`config.mk`:
```
export PLATFORM = sky130hd
export DESIGN_NAME = fv_bank_req_arbiter
export DESIGN_NICKNAME = d
export VERILOG_FILES = /design/src/rtl/fv_bank_req_arbiter_pkg.sv /design/src/rtl/fv_bank_req_arbiter_chk.sv /design/src/rtl/fv_bank_req_arbiter_rr_pick.sv /design/src/rtl/fv_bank_req_arbiter.sv
export SDC_FILE = /design/constraint.sdc
export NUM_CORES = 1
export LEC_CHECK = 0
export ABC_AREA = 0
export BUFFER_PORTS_ARGS = -buffer_cell sky130_fd_sc_hd__buf_4
export CAP_MARGIN = 20
export CORE_AREA = 2 2 75 77
export CTS_CLUSTER_DIAMETER = 120
export DETAILED_ROUTE_END_ITERATION = 7
export DIE_AREA = 0 0 77 79
export PLACE_DENSITY = 0.65
export SYNTH_ARGS = -nofsm -noshare
export SYNTH_HDL_FRONTEND = slang
export SYNTH_SLANG_ARGS = --single-unit
```
`constraint.sdc`:
```
create_clock -name clk -period 3.41 [get_ports clk]
set_clock_uncertainty 0.1 [all_clocks]
set_input_delay 0.682 -clock clk [delete_from_list [all_inputs] [get_ports clk]]
set_output_delay 0.682 -clock clk [all_outputs]
set_load 0.1 [all_outputs]
```
`src/rtl/fv_bank_req_arbiter_pkg.sv`:
```
// Shared types and sizing for the feature-value bank request arbiter.
// Widths derive from the project-wide Num_Edge_PE / Max_Node_id / FV_bandwidth macros.
`ifndef Num_Edge_PE
`define Num_Edge_PE 4
`endif
`ifndef Max_Node_id
`define Max_Node_id 256
`endif
`ifndef FV_bandwidth
`define FV_bandwidth 64
`endif

package fv_bank_req_arbiter_pkg;

  localparam int FV_NUM_PE    = `Num_Edge_PE;
  localparam int FV_NODE_ID_W = $clog2(`Max_Node_id);
  localparam int FV_DATA_W    = `FV_bandwidth;
  localparam int FV_TAG_W     = (FV_NUM_PE > 1) ? $clog2(FV_NUM_PE) : 1;

  typedef enum logic [1:0] {
    ST_IDLE      = 2'd0,
    ST_WB_STREAM = 2'd1,
    ST_HOLD      = 2'd2,
    ST_WAIT_DONE = 2'd3
  } arb_state_e;

  typedef struct packed {
    logic                    valid;
    logic                    rd_wr;
    logic [FV_NODE_ID_W-1:0] Node_id;
    logic [FV_TAG_W-1:0]     PE_tag;
    logic [FV_DATA_W-1:0]    data;
    logic                    wr_eos;
  } Req2Output_SRAM_Bank;

  // Position reached by stepping b places from a on a ring of n slots.
  function automatic int ring_pos(input int a, input int b, input int n);
    return (a + b) % n;
  endfunction

endpackage

```
`src/rtl/fv_bank_req_arbiter_chk.sv`:
```
// Simulation-only protocol checks for the bank request arbiter.
module fv_bank_req_arbiter_chk #(
  parameter int NUM_PE = 4
) (
  input logic              clk,
  input logic              reset,
  input logic              i_in_stream,
  input logic              i_wb_valid,
  input logic              i_req_valid,
  input logic              i_req_rd_wr,
  input logic [NUM_PE-1:0] i_ack
);

  // The bank swallows one line per cycle, so a stream may not stall.
  a_stream_no_gap: assert property (@(posedge clk) disable iff (reset) i_in_stream |-> i_wb_valid);
  a_ack_onehot:    assert property (@(posedge clk) disable iff (reset) $onehot0(i_ack));
  a_ack_is_read:   assert property (@(posedge clk) disable iff (reset) (|i_ack) |-> (i_req_valid && !i_req_rd_wr));

endmodule

```
`src/rtl/fv_bank_req_arbiter_rr_pick.sv`:
```
// Combinational round-robin finder: first set request at or after the pointer, wrapping.
module fv_bank_req_arbiter_rr_pick
  import fv_bank_req_arbiter_pkg::*;
#(
  parameter int NUM_PE = 4,
  parameter int TAG_W  = 2
) (
  input  logic [NUM_PE-1:0] i_req,
  input  logic [TAG_W-1:0]  i_ptr,
  output logic [NUM_PE-1:0] o_grant,
  output logic [TAG_W-1:0]  o_idx,
  output logic              o_found
);

  int             w_pos;
  logic [TAG_W-1:0] w_sel;
  logic           w_hit;

  // Scan from farthest to nearest so the nearest hit is the one that sticks.
  always_comb begin
    o_idx   = {TAG_W{1'b0}};
    o_found = 1'b0;
    w_pos   = 0;
    w_sel   = {TAG_W{1'b0}};
    w_hit   = 1'b0;
    for (int k = NUM_PE - 1; k >= 0; k--) begin
      w_pos   = ring_pos(int'(i_ptr), k, NUM_PE);
      w_sel   = TAG_W'(w_pos);
      w_hit   = i_req[w_sel];
      o_idx   = w_hit ? w_sel : o_idx;
      o_found = o_found | w_hit;
    end
    o_grant = o_found ? (NUM_PE'(1'b1) << o_idx) : {NUM_PE{1'b0}};
  end

endmodule

```
`src/rtl/fv_bank_req_arbiter.sv`:
```
// Request arbiter in front of one feature-value bank: write-back stream beats round-robin PE reads.
// Optional FV_ARB_PERF_CNT_EN adds saturating grant/stream/stall counters.
module fv_bank_req_arbiter
  import fv_bank_req_arbiter_pkg::*;
#(
  parameter int NUM_PE    = FV_NUM_PE,
  parameter int NODE_ID_W = FV_NODE_ID_W,
  parameter int DATA_W    = FV_DATA_W,
  parameter int TAG_W     = (NUM_PE > 1) ? $clog2(NUM_PE) : 1
) (
  input  logic                        clk,
  input  logic                        reset,
  input  logic                        bank_available,
  input  logic [NUM_PE-1:0]           pe_rd_req,
  input  logic [NUM_PE*NODE_ID_W-1:0] pe_rd_nodeid,
  output logic [NUM_PE-1:0]           pe_rd_ack,
  input  logic                        wb_valid,
  input  logic [NODE_ID_W-1:0]        wb_nodeid,
  input  logic [DATA_W-1:0]           wb_data,
  input  logic                        wb_eos,
  output logic                        wb_ready,
  output logic                        req_valid,
  output logic                        req_rd_wr,
  output logic [NODE_ID_W-1:0]        req_node_id,
  output logic [TAG_W-1:0]            req_pe_tag,
  output logic [DATA_W-1:0]           req_data,
  output logic                        req_wr_eos
`ifdef FV_ARB_PERF_CNT_EN
  ,
  output logic [31:0]                 perf_rd_grants,
  output logic [31:0]                 perf_wb_streams,
  output logic [31:0]                 perf_stall_cycles
`endif
);

  arb_state_e       r_state;
  logic [TAG_W-1:0] r_rr_ptr;

  logic [NUM_PE-1:0]    w_grant;
  logic [TAG_W-1:0]     w_idx;
  logic                 w_found;
  logic                 w_wb_issue;
  logic                 w_rd_issue;
  logic [NODE_ID_W-1:0] w_rd_node;
  logic                 w_in_stream;

  fv_bank_req_arbiter_rr_pick #(.NUM_PE(NUM_PE), .TAG_W(TAG_W)) u_rr_pick (
    .i_req   (pe_rd_req),
    .i_ptr   (r_rr_ptr),
    .o_grant (w_grant),
    .o_idx   (w_idx),
    .o_found (w_found)
  );

  // Reset forces every output low asynchronously, not just the state.
  always_comb begin
    w_wb_issue = 1'b0;
    w_rd_issue = 1'b0;
    case (r_state)
      ST_IDLE: begin
        w_wb_issue = ~reset & bank_available & wb_valid;
        w_rd_issue = ~reset & bank_available & ~wb_valid & w_found;
      end
      ST_WB_STREAM: w_wb_issue = ~reset & wb_valid;
      default: begin
        w_wb_issue = 1'b0;
        w_rd_issue = 1'b0;
      end
    endcase
  end

  always_comb begin
    w_rd_node = {NODE_ID_W{1'b0}};
    for (int i = 0; i < NUM_PE; i++) begin
      w_rd_node = w_rd_node | ({NODE_ID_W{w_grant[i]}} & pe_rd_nodeid[i*NODE_ID_W +: NODE_ID_W]);
    end
  end

  always_comb begin
    req_valid   = w_wb_issue | w_rd_issue;
    req_rd_wr   = w_wb_issue;
    req_node_id = w_wb_issue ? wb_nodeid : (w_rd_issue ? w_rd_node : {NODE_ID_W{1'b0}});
    req_pe_tag  = w_rd_issue ? w_idx : {TAG_W{1'b0}};
    req_data    = w_wb_issue ? wb_data : {DATA_W{1'b0}};
    req_wr_eos  = w_wb_issue & wb_eos;
    wb_ready    = w_wb_issue;
    pe_rd_ack   = w_rd_issue ? w_grant : {NUM_PE{1'b0}};
  end

  // HOLD masks the bank's stale available flag for the cycle right after an issue.
  always_ff @(posedge clk or posedge reset) begin
    if (reset) begin
      r_state  <= ST_IDLE;
      r_rr_ptr <= {TAG_W{1'b0}};
    end else begin
      case (r_state)
        ST_IDLE: begin
          if (w_wb_issue) begin
            r_state <= wb_eos ? ST_HOLD : ST_WB_STREAM;
          end else if (w_rd_issue) begin
            r_state  <= ST_HOLD;
            r_rr_ptr <= (w_idx == TAG_W'(NUM_PE - 1)) ? {TAG_W{1'b0}} : (w_idx + TAG_W'(1));
          end else begin
            r_state <= ST_IDLE;
          end
        end
        ST_WB_STREAM: r_state <= (w_wb_issue && wb_eos) ? ST_HOLD : ST_WB_STREAM;
        ST_HOLD:      r_state <= ST_WAIT_DONE;
        ST_WAIT_DONE: r_state <= bank_available ? ST_IDLE : ST_WAIT_DONE;
        default:      r_state <= ST_IDLE;
      endcase
    end
  end

  assign w_in_stream = (r_state == ST_WB_STREAM);

  fv_bank_req_arbiter_chk #(.NUM_PE(NUM_PE)) u_chk (
    .clk         (clk),
    .reset       (reset),
    .i_in_stream (w_in_stream),
    .i_wb_valid  (wb_valid),
    .i_req_valid (req_valid),
    .i_req_rd_wr (req_rd_wr),
    .i_ack       (pe_rd_ack)
  );

`ifdef FV_ARB_PERF_CNT_EN
  logic w_stall;
  logic w_wb_start;

  assign w_stall    = ((|pe_rd_req) | wb_valid) & ~req_valid;
  assign w_wb_start = w_wb_issue & (r_state == ST_IDLE);

  // Counters stick at all-ones rather than wrapping.
  always_ff @(posedge clk or posedge reset) begin
    if (reset) begin
      perf_rd_grants    <= 32'd0;
      perf_wb_streams   <= 32'd0;
      perf_stall_cycles <= 32'd0;
    end else begin
      if (w_rd_issue && (perf_rd_grants != 32'hFFFF_FFFF)) perf_rd_grants <= perf_rd_grants + 32'd1;
      else perf_rd_grants <= perf_rd_grants;
      if (w_wb_start && (perf_wb_streams != 32'hFFFF_FFFF)) perf_wb_streams <= perf_wb_streams + 32'd1;
      else perf_wb_streams <= perf_wb_streams;
      if (w_stall && (perf_stall_cycles != 32'hFFFF_FFFF)) perf_stall_cycles <= perf_stall_cycles + 32'd1;
      else perf_stall_cycles <= perf_stall_cycles;
    end
  end
`endif

endmodule

```
==> impl_metrics.tcl, run 1 <==
set metrics [dict create \
    irDropWorstVdd_mv 0.264 \
    drtIter0Drc 24 \
    synth_async_sr_flop_share_pct 100 \
    worstMarginPinSlew_ns 0.469 \
    yosys-top-cells-area "and2_1, dfrtp_1, a221oi_1, a22o_1, o2bb2ai_1" \
    coreArea_mm2 0.00534 \
    groute.usage.overall_pct 17.3 \
    nets 456 \
    tns_ns 0 \
    dp.cells 406 \
    clk_path_buf_depth 2 \
    whs_ns 0.272 \
    areaGrowthSynthToFinish_pct 150 \
    postRouteAntennaNets 0 \
    drt-wirelength-per-cell_um 14.5 \
    ys_seq_elements 4 \
    cts.sinks 4 \
    syn_inst 151 \
    synth_cell_types 33 \
    grt_setup_unrepaired "no" \
    syn_avg_cell_area_um2 7.20 \
    cp_max_fo 9 \
    drt-total-wl_um 5920 \
    seq_area_frac_synth_pct 9.21 \
    vias_per_cell 4.36 \
    multi_input_area_um2 978 \
    synth_fp_nets 268 \
    grt_max_degree 56 \
    gp_congestion 0.807 \
    synth-edff-count 0 \
    die_y_um 79 \
    max_freq_mhz 309 \
    synth_area_mm2 0.00109 \
    min_path_type "in2async" \
    n_antenna_cell 0 \
    seqCellArea_um2 101 \
    cts_buffers 3 \
    io_pins 195 \
    floorplan.initialDensity_pct 20.4 \
    finalCritPeriodShare_pct 94.8 \
    synthFlopType "dfrtp_1" \
    hold_viol 0 \
    slew_headroom_pct 68.4 \
    yosys.cell_count.top_type "and2_1" \
    dpl.hpwl_um 4930 \
    clk_latency_ns 0.21 \
    min_period_ns 3.23 \
    cp.arrival_ns 2.45 \
    setup_viol 0 \
    cap_violations 0 \
    status "finished, final reports clean" \
    final_cells 409 \
    ys_warn_count 0 \
    drv_slew 0 \
    yosysTopAreaCell "and2_1" \
    grt_first_pass_wirelength_um 8560 \
    io_buffers 194 \
    synth_commonest_cells "and2_1, clkbuf_1, a221oi_1, a22o_1, o2bb2ai_1" \
    endpoint_kind "output port" \
    overflow 0 \
    cts_root_buffer "clkbuf_8" \
    leakage_nw 1.47 \
    htree_levels 1 \
    antenna_found_initial 0 \
    drc_errors 0 \
    die_w_um 77 \
    total_power_mw 1.49 \
    vias 1785 \
    grt_pass1_vias 1688 \
    critical_path_class "in2out" \
    cts_tree "built" \
    drive_above_1_share_pct 65.3 \
    dieArea_mm2 0.00608 \
    worst_setup_path_start_kind "primary input" \
    synth_top_area_share_pct 39.1 \
    row_count 27 \
    critPathRequiredTime_ns 2.63 \
    fillers 533 \
    power_density_mw_per_mm2 548 \
    clk_pin_slew_ns 0.03 \
    dr.pass1.iters 4 \
]
[cells by family after synthesis]
logic type,synth area share [%]
adder cells (fa/ha/maj),4.60
AO/OA/AOI/OAI,26.7
flip-flops,9.21
buffers and inverters,7.25
AND/OR/NAND/NOR,50.3
multiplexers,1.96
[layout by cell type (no fill, tap or decap), types with 3 or more instances in the layout]
cell         n
o2bb2ai_2    5
nand2_1      3
and2_1      67
buf_4      197
inv_1        3
nor2_1       3
a22o_1       8
o2bb2ai_1    3
dfrtp_1      3
ha_2         3
a221oi_1     6
clkbuf_8     3
a21oi_1      3
[worst max-delay path, cell delays in order]
cell,delay [ns]
buf_4,0.12
mux2i_1,0.12
nor2_1,0.06
or3_1,0.37
ha_2,0.26
a22o_1,0.22
a221oi_1,0.26
o2bb2ai_2,0.10
buf_4,0.24
[worst paths after layout]
kind,startpoint,end,slack [ns],cells after the start
max reg2reg,r_rr_ptr[1],r_rr_ptr[1],1.47,6
min in group clk,r_rr_ptr[1],r_rr_ptr[1],0.51,1
max in group asynchronous,reset,r_rr_ptr[1],2.78,2
min reg2reg,r_rr_ptr[1],r_rr_ptr[1],0.51,1
max,pe_rd_req[2],req_node_id[2],0.18,9
min,reset,r_rr_ptr[0],0.27,2
[layout make-up]
type | count | share of cell area [%]
timing repair buffer | 198 | 55.1
tap | 72 | 3.31
inverter | 3 | 0.414
clock buffer | 3 | 1.52
multi-input combinational | 129 | 36.0
sequential | 4 | 3.72
[metal layers]
metal / track usage, % / vias up / share of wire (%) / routed length (µm)
met4: 2.14 / 0 / 0 / 0
met5: 0 / - / 0 / 0
met2: 33.4 / 103 / 52 / 3080
met1: 19.7 / 778 / 38 / 2270
li1: - / 904 / - / -
met3: 4.32 / 0 / 9.6 / 569
[state kept, by name, indices dropped and copies added (netlist names)]
| register | flops |
|---|---|
| r_state | 2 |
| r_rr_ptr | 2 |
[what timing repair did]
item | CTS | global route
gates resized for setup | 0 | 6
setup endpoints to repair | 0 | 8
setup buffers | 0 | 0
hold buffers | 0 | 0
hold endpoints to repair | 0 | 0
[report_power, final]
group	switching (mW)	internal [mW]	total [mW]	leakage (nW)
sequential	0.0350	0.0726	0.108	0.0466
clock	0.0219	0.0750	0.0969	0.0216
combinational	0.911	0.377	1.29	1.40
[per-stage QoR]
stage	setup WS (ns)	util, %	instance area (µm²)
after CTS	0.0531	50.6	2700
after global routing	0.0119	51.0	2720
after global placement	0.0620	49.8	2660
final	0.177	51.0	2720
after floorplan	-0.581	-	1130
after detailed placement	0.0712	49.8	2660
No activity file was read; power rests on OpenSTA's default activity.
==> inputs of run 2 (changes only) <==
==> constraint.sdc (replaced) <==
create_clock -name clk -period 3.41 [get_ports clk]
set_clock_uncertainty 0.1 [all_clocks]
set_input_delay 0 -clock clk [delete_from_list [all_inputs] [get_ports clk]]
set_output_delay 0 -clock clk [all_outputs]
set_load 0.1 [all_outputs]
==> run 2 against run 1 <==
Clock-buffer cell count stayed put. Total power is 2.3% lower. Combinational power is 3% lower. Worst hold slack worse by 0.24 ns. Fmax is 23% higher. Sequential share of layout area hardly changed. Worst setup slack better by 0.61 ns. First-iteration DRC count is 110% higher. Final cell count is 0.49% lower. Sequential power is 5% lower. Clock power is 4% higher. Largest cell class unchanged. Largest power group unchanged.
==> impl_metrics.tcl, run 2 (synthesis results as in run 1) <==
set metrics [dict create \
    pre_cts_slack_ns 1.01 \
    die_w_um 77 \
    path_cells "mux2i_1, nor2_1, or3_1, ha_1, a22o_1, a221oi_1, o2bb2ai_1, buf_4" \
    cp.arrival_ns 2.53 \
    leakage_nw 1.45 \
    overflow 0 \
    grt_setup_unrepaired "no" \
    row_count 27 \
    io_pins 195 \
    die_y_um 79 \
    antenna_found_initial 0 \
    combinationalPowerShare_pct 86.0 \
    htree_levels 1 \
    cts_resized 0 \
    irDropWorstVdd_mv 0.251 \
    slowest_stage "dfrtp_1" \
    setup_viol 0 \
    critical_path_class "reg2out" \
    final_common_cell "buf_4" \
    final_cell_mix "buf_4, and2_1, a22o_1, a221oi_1, o2bb2ai_1" \
    critPathRequiredTime_ns 3.31 \
    internal_power_uw 502 \
    finalCritPeriodShare_pct 77.0 \
    grt_pass1_vias 1828 \
    areaGrowthSynthToFinish_pct 144 \
    multi_input_area_um2 926 \
    coreArea_mm2 0.00534 \
    floorplan.initialDensity_pct 20.4 \
    status "finished, final reports clean" \
    min_path_type "in2reg" \
    cp_max_fo 9 \
    top_regs "r_rr_ptr x2, r_state x2" \
    stdcell_area_mm2 0.00266 \
    drt-wirelength-per-cell_um 14.6 \
    fillers 534 \
    slew_headroom_pct 56.5 \
    final_util_pct 49.7 \
    cts.sinks 4 \
    worstMarginPinSlew_ns 0.649 \
    tns_ns 0 \
    clk_pin_slew_ns 0.03 \
    power_density_mw_per_mm2 549 \
    drv_slew 0 \
    cap_violations 0 \
    drive_above_1_share_pct 61.2 \
    io_buffers 194 \
    worst_setup_path_start_kind "flop" \
    vias_per_cell 4.46 \
    dr.pass1.iters 4 \
    grt_max_degree 70 \
    cts_buffers 3 \
    switchingPower_uw 955 \
    nets 454 \
    drtIter0Drc 51 \
    postRouteAntennaNets 0 \
    min_period_ns 2.63 \
    drt-total-wl_um 5930 \
    seqCellArea_um2 100 \
    grt_first_pass_wirelength_um 9070 \
    rrSetupSlack_ns 1.43 \
    dpl.hpwl_um 4930 \
    cts_tree "built" \
    post_dp_cell_area_mm2 0.00260 \
    drc_errors 0 \
    hold_viol 0 \
    postCtsSetupBuffers 0 \
    clk_path_buf_depth 2 \
    max_stage_delay_ns 0.45 \
    groute.usage.overall_pct 18.2 \
    cts_hold_buf 1 \
    dieArea_mm2 0.00608 \
    gp_congestion 0.775 \
    n_antenna_cell 0 \
    switching_share_pct 65.5 \
    clock_power_share_pct 6.9 \
    setup_slack_ns 0.783 \
    seqPwrFrac_pct 7.1 \
    vias 1817 \
    endpoint_kind "output port" \
    clk_latency_ns 0.22 \
    max_freq_mhz 381 \
    cts_root_buffer "clkbuf_8" \
]
run 2: cell count changes in the layout (fill, tap and decap cells not counted):
cell / before / now
and2_2: 1 / 0
dlygate4sd3_1: 0 / 1
and2_1: 67 / 68
o2bb2ai_2: 5 / 0
ha_1: 1 / 4
ha_2: 3 / 0
a221oi_1: 6 / 8
dfrtp_1: 3 / 4
a221oi_2: 2 / 0
o2bb2ai_1: 3 / 8
dfrtp_2: 1 / 0
buf_4: 197 / 194
run 2: power groups by stage:
stage,combinational (mW),sequential [mW],clock [mW]
2_1_floorplan,0.968,0.0866,0
3_3_place_gp,1.25,0.101,0
3_5_place_dp,1.26,0.103,0
4_1_cts,1.26,0.103,0.102
5_1_grt,1.32,0.108,0.107
6_report,1.25,0.103,0.101
run 2: metal layers:
layer / GRT usage (%) / part of all wire [%]
met3: 6.14 / 11
met4: 7.68 / 3.2
met5: 0 / 0
met2: 30.5 / 48
met1: 21.4 / 37
run 2: critical path, delay by kind of cell, from the launching register on:
family          cells  cell delay (ns)
simple gates        2             0.47
fa+ha+maj           1             0.33
compound gates      3             0.58
mux                 1             0.22
flops               1             0.45
buf+inv             1             0.25
run 2: layout make-up:
class	instances	area share, %
Multi-Input combinational cell	129	34.9
Tap cell	72	3.39
Sequential cell	4	3.77
Timing Repair Buffer	196	56.0
Clock buffer	3	1.56
Inverter	3	0.424
run 2: worst paths after layout:
path | endpoint | cells after the start | start
max in group asynchronous | r_rr_ptr[0] | 3 | reset
min in group asynchronous | r_state[0] | 3 | reset
hold / removal | r_state[0] | 4 | bank_available
setup reg to reg | r_rr_ptr[0] | 3 | r_state[0]
setup / recovery | req_node_id[4] | 8 | r_rr_ptr[1]
hold reg to reg | r_state[0] | 1 | r_state[1]
run 2: metrics by stage:
step / total power, mW / std cells / hold slack, ns
5_1_grt: 1.53 / 407 / 0.0969
4_1_cts: 1.47 / 407 / 0.0369
6_report: 1.46 / 407 / 0.0294
3_5_place_dp: 1.36 / 403 / -0.184
3_3_place_gp: 1.35 / 403 / -0.189
2_1_floorplan: 1.05 / 151 / -0.334
==> inputs of run 3 (changes only) <==
Clock period 3.41 ns to 2.8 ns, I/O delays scaled along.
==> run 3 against run 2 <==
First-iteration DRC count down 18%. Largest power group unchanged. Non-clock buffer count stayed put. Critical path type unchanged. Register-to-register slack got worse by 0.69 ns. Final cell count is the same. Via count is 2.1% lower. Largest cell class unchanged.
==> impl_metrics.tcl, run 3 (synthesis results as in run 1) <==
set metrics [dict create \
    vias 1778 \
    row_count 27 \
    coreArea_mm2 0.00534 \
    cts_buffers 3 \
    dpl.hpwl_um 4670 \
    vias_per_cell 4.37 \
    finalCritPeriodShare_pct 92.6 \
    top_regs "r_rr_ptr x2, r_state x2" \
    dr.pass1.iters 4 \
    cts_tree "built" \
    critical_path_class "reg2out" \
    dieArea_mm2 0.00608 \
    drc_errors 0 \
    groute.usage.overall_pct 16.6 \
    antenna_found_initial 0 \
    areaGrowthSynthToFinish_pct 150 \
    gp_congestion 0.737 \
    final_cell_mix "buf_4, and2_1, a22o_1" \
    min_path_type "in2reg" \
    drt-wirelength-per-cell_um 13.7 \
    cp.arrival_ns 2.49 \
    overflow 0 \
    fillers 536 \
    final_util_pct 51.0 \
    cts.sinks 4 \
    worst_setup_path_start_kind "flop" \
    grt_setup_unrepaired "no" \
    drv_slew 0 \
    nets 454 \
    irDropWorstVdd_mv 0.277 \
    multi_input_area_um2 992 \
    final_common_cell "buf_4" \
    pre_cts_slack_ns 0.438 \
    cp_max_fo 9 \
    drt-total-wl_um 5570 \
    drtIter0Drc 42 \
    clk_pin_slew_ns 0.03 \
    io_buffers 194 \
    n_antenna_cell 0 \
    leakage_nw 1.47 \
    setup_viol 0 \
    max_freq_mhz 386 \
    slew_headroom_pct 56.9 \
    clk_latency_ns 0.21 \
    worstMarginPinSlew_ns 0.643 \
    status "finished, final reports clean" \
    grt_first_pass_wirelength_um 8320 \
    final_cells 407 \
    min_period_ns 2.59 \
    die_w_um 77 \
    grt_pass1_vias 1774 \
    postRouteAntennaNets 0 \
    seqCellArea_um2 100 \
    critPathRequiredTime_ns 2.70 \
    grt_max_degree 71 \
    setup_slack_ns 0.207 \
    hold_viol 0 \
    die_y_um 79 \
    io_pins 195 \
    cap_violations 0 \
    endpoint_kind "output port" \
    dp.cells 403 \
    power_density_mw_per_mm2 666 \
    htree_levels 1 \
    cts_root_buffer "clkbuf_8" \
    floorplan.initialDensity_pct 20.4 \
    clk_path_buf_depth 2 \
    drive_above_1_share_pct 64.5 \
]
-- run 3: cell counts in the layout (fill, tap and decap cells not counted) --
Identical to the previous run, type by type.
-- run 3: layout make-up --
cell class / count / area share, %
repair buffers: 196 / 54.6
inverters: 3 / 0.414
clock buffers: 3 / 1.52
multi-input cells: 129 / 36.5
flip-flops and latches: 4 / 3.68
well taps: 72 / 3.31
-- run 3: power by group --
part           internal, mW  total (mW)  switching (mW)
Combinational         0.452        1.57            1.11
Sequential           0.0869       0.128          0.0415
Clock                0.0913       0.118          0.0263
-- run 3: worst max-delay path, stage by stage, from the launching register on --
cell	delay (ns)
dfrtp_1	0.46
mux2i_1	0.26
nor2_2	0.08
or3_1	0.36
ha_2	0.27
a22o_1	0.22
a221oi_1	0.28
o2bb2ai_2	0.10
buf_4	0.24
-- run 3: final timing paths --
| check | start | endpoint | slack (ns) | cells past startpoint |
|---|---|---|---|---|
| min in group asynchronous | reset | r_rr_ptr[0] | 0.15 | 3 |
| max in group asynchronous | reset | r_state[0] | 2.30 | 3 |
| worst min register to register | r_state[1] | r_state[0] | 0.50 | 1 |
| worst max-delay path | r_rr_ptr[1] | req_node_id[3] | 0.21 | 8 |
| worst max register to register | r_state[0] | r_rr_ptr[0] | 0.74 | 3 |
| worst min-delay path | bank_available | r_state[0] | 0.04 | 4 |
-- run 3: what timing repair did --
action                     CTS  global route
buffers inserted             0             0
setup endpoints to repair    0             1
hold buffers                 1             0
hold endpoints to repair     4             0
gates resized for setup      0             1
-- run 3: layer usage --
layer  GRT usage (%)  part of all wire, %
met1            17.9                   36
met3            6.82                   11
met5               0                    0
met4            3.93                 0.48
met2            30.4                   52
-- run 3: stage by stage --
step	power [mW]	hold WS (ns)	setup TNS [ns]	instance area, µm²
2_1_floorplan	1.35	-0.334	-0.694	1190
6_report	1.81	0.0412	0	2720
5_1_grt	1.90	0.0865	0	2720
3_5_place_dp	1.69	-0.186	0	2660
3_3_place_gp	1.69	-0.187	0	2660
4_1_cts	1.82	0.0448	0	2720
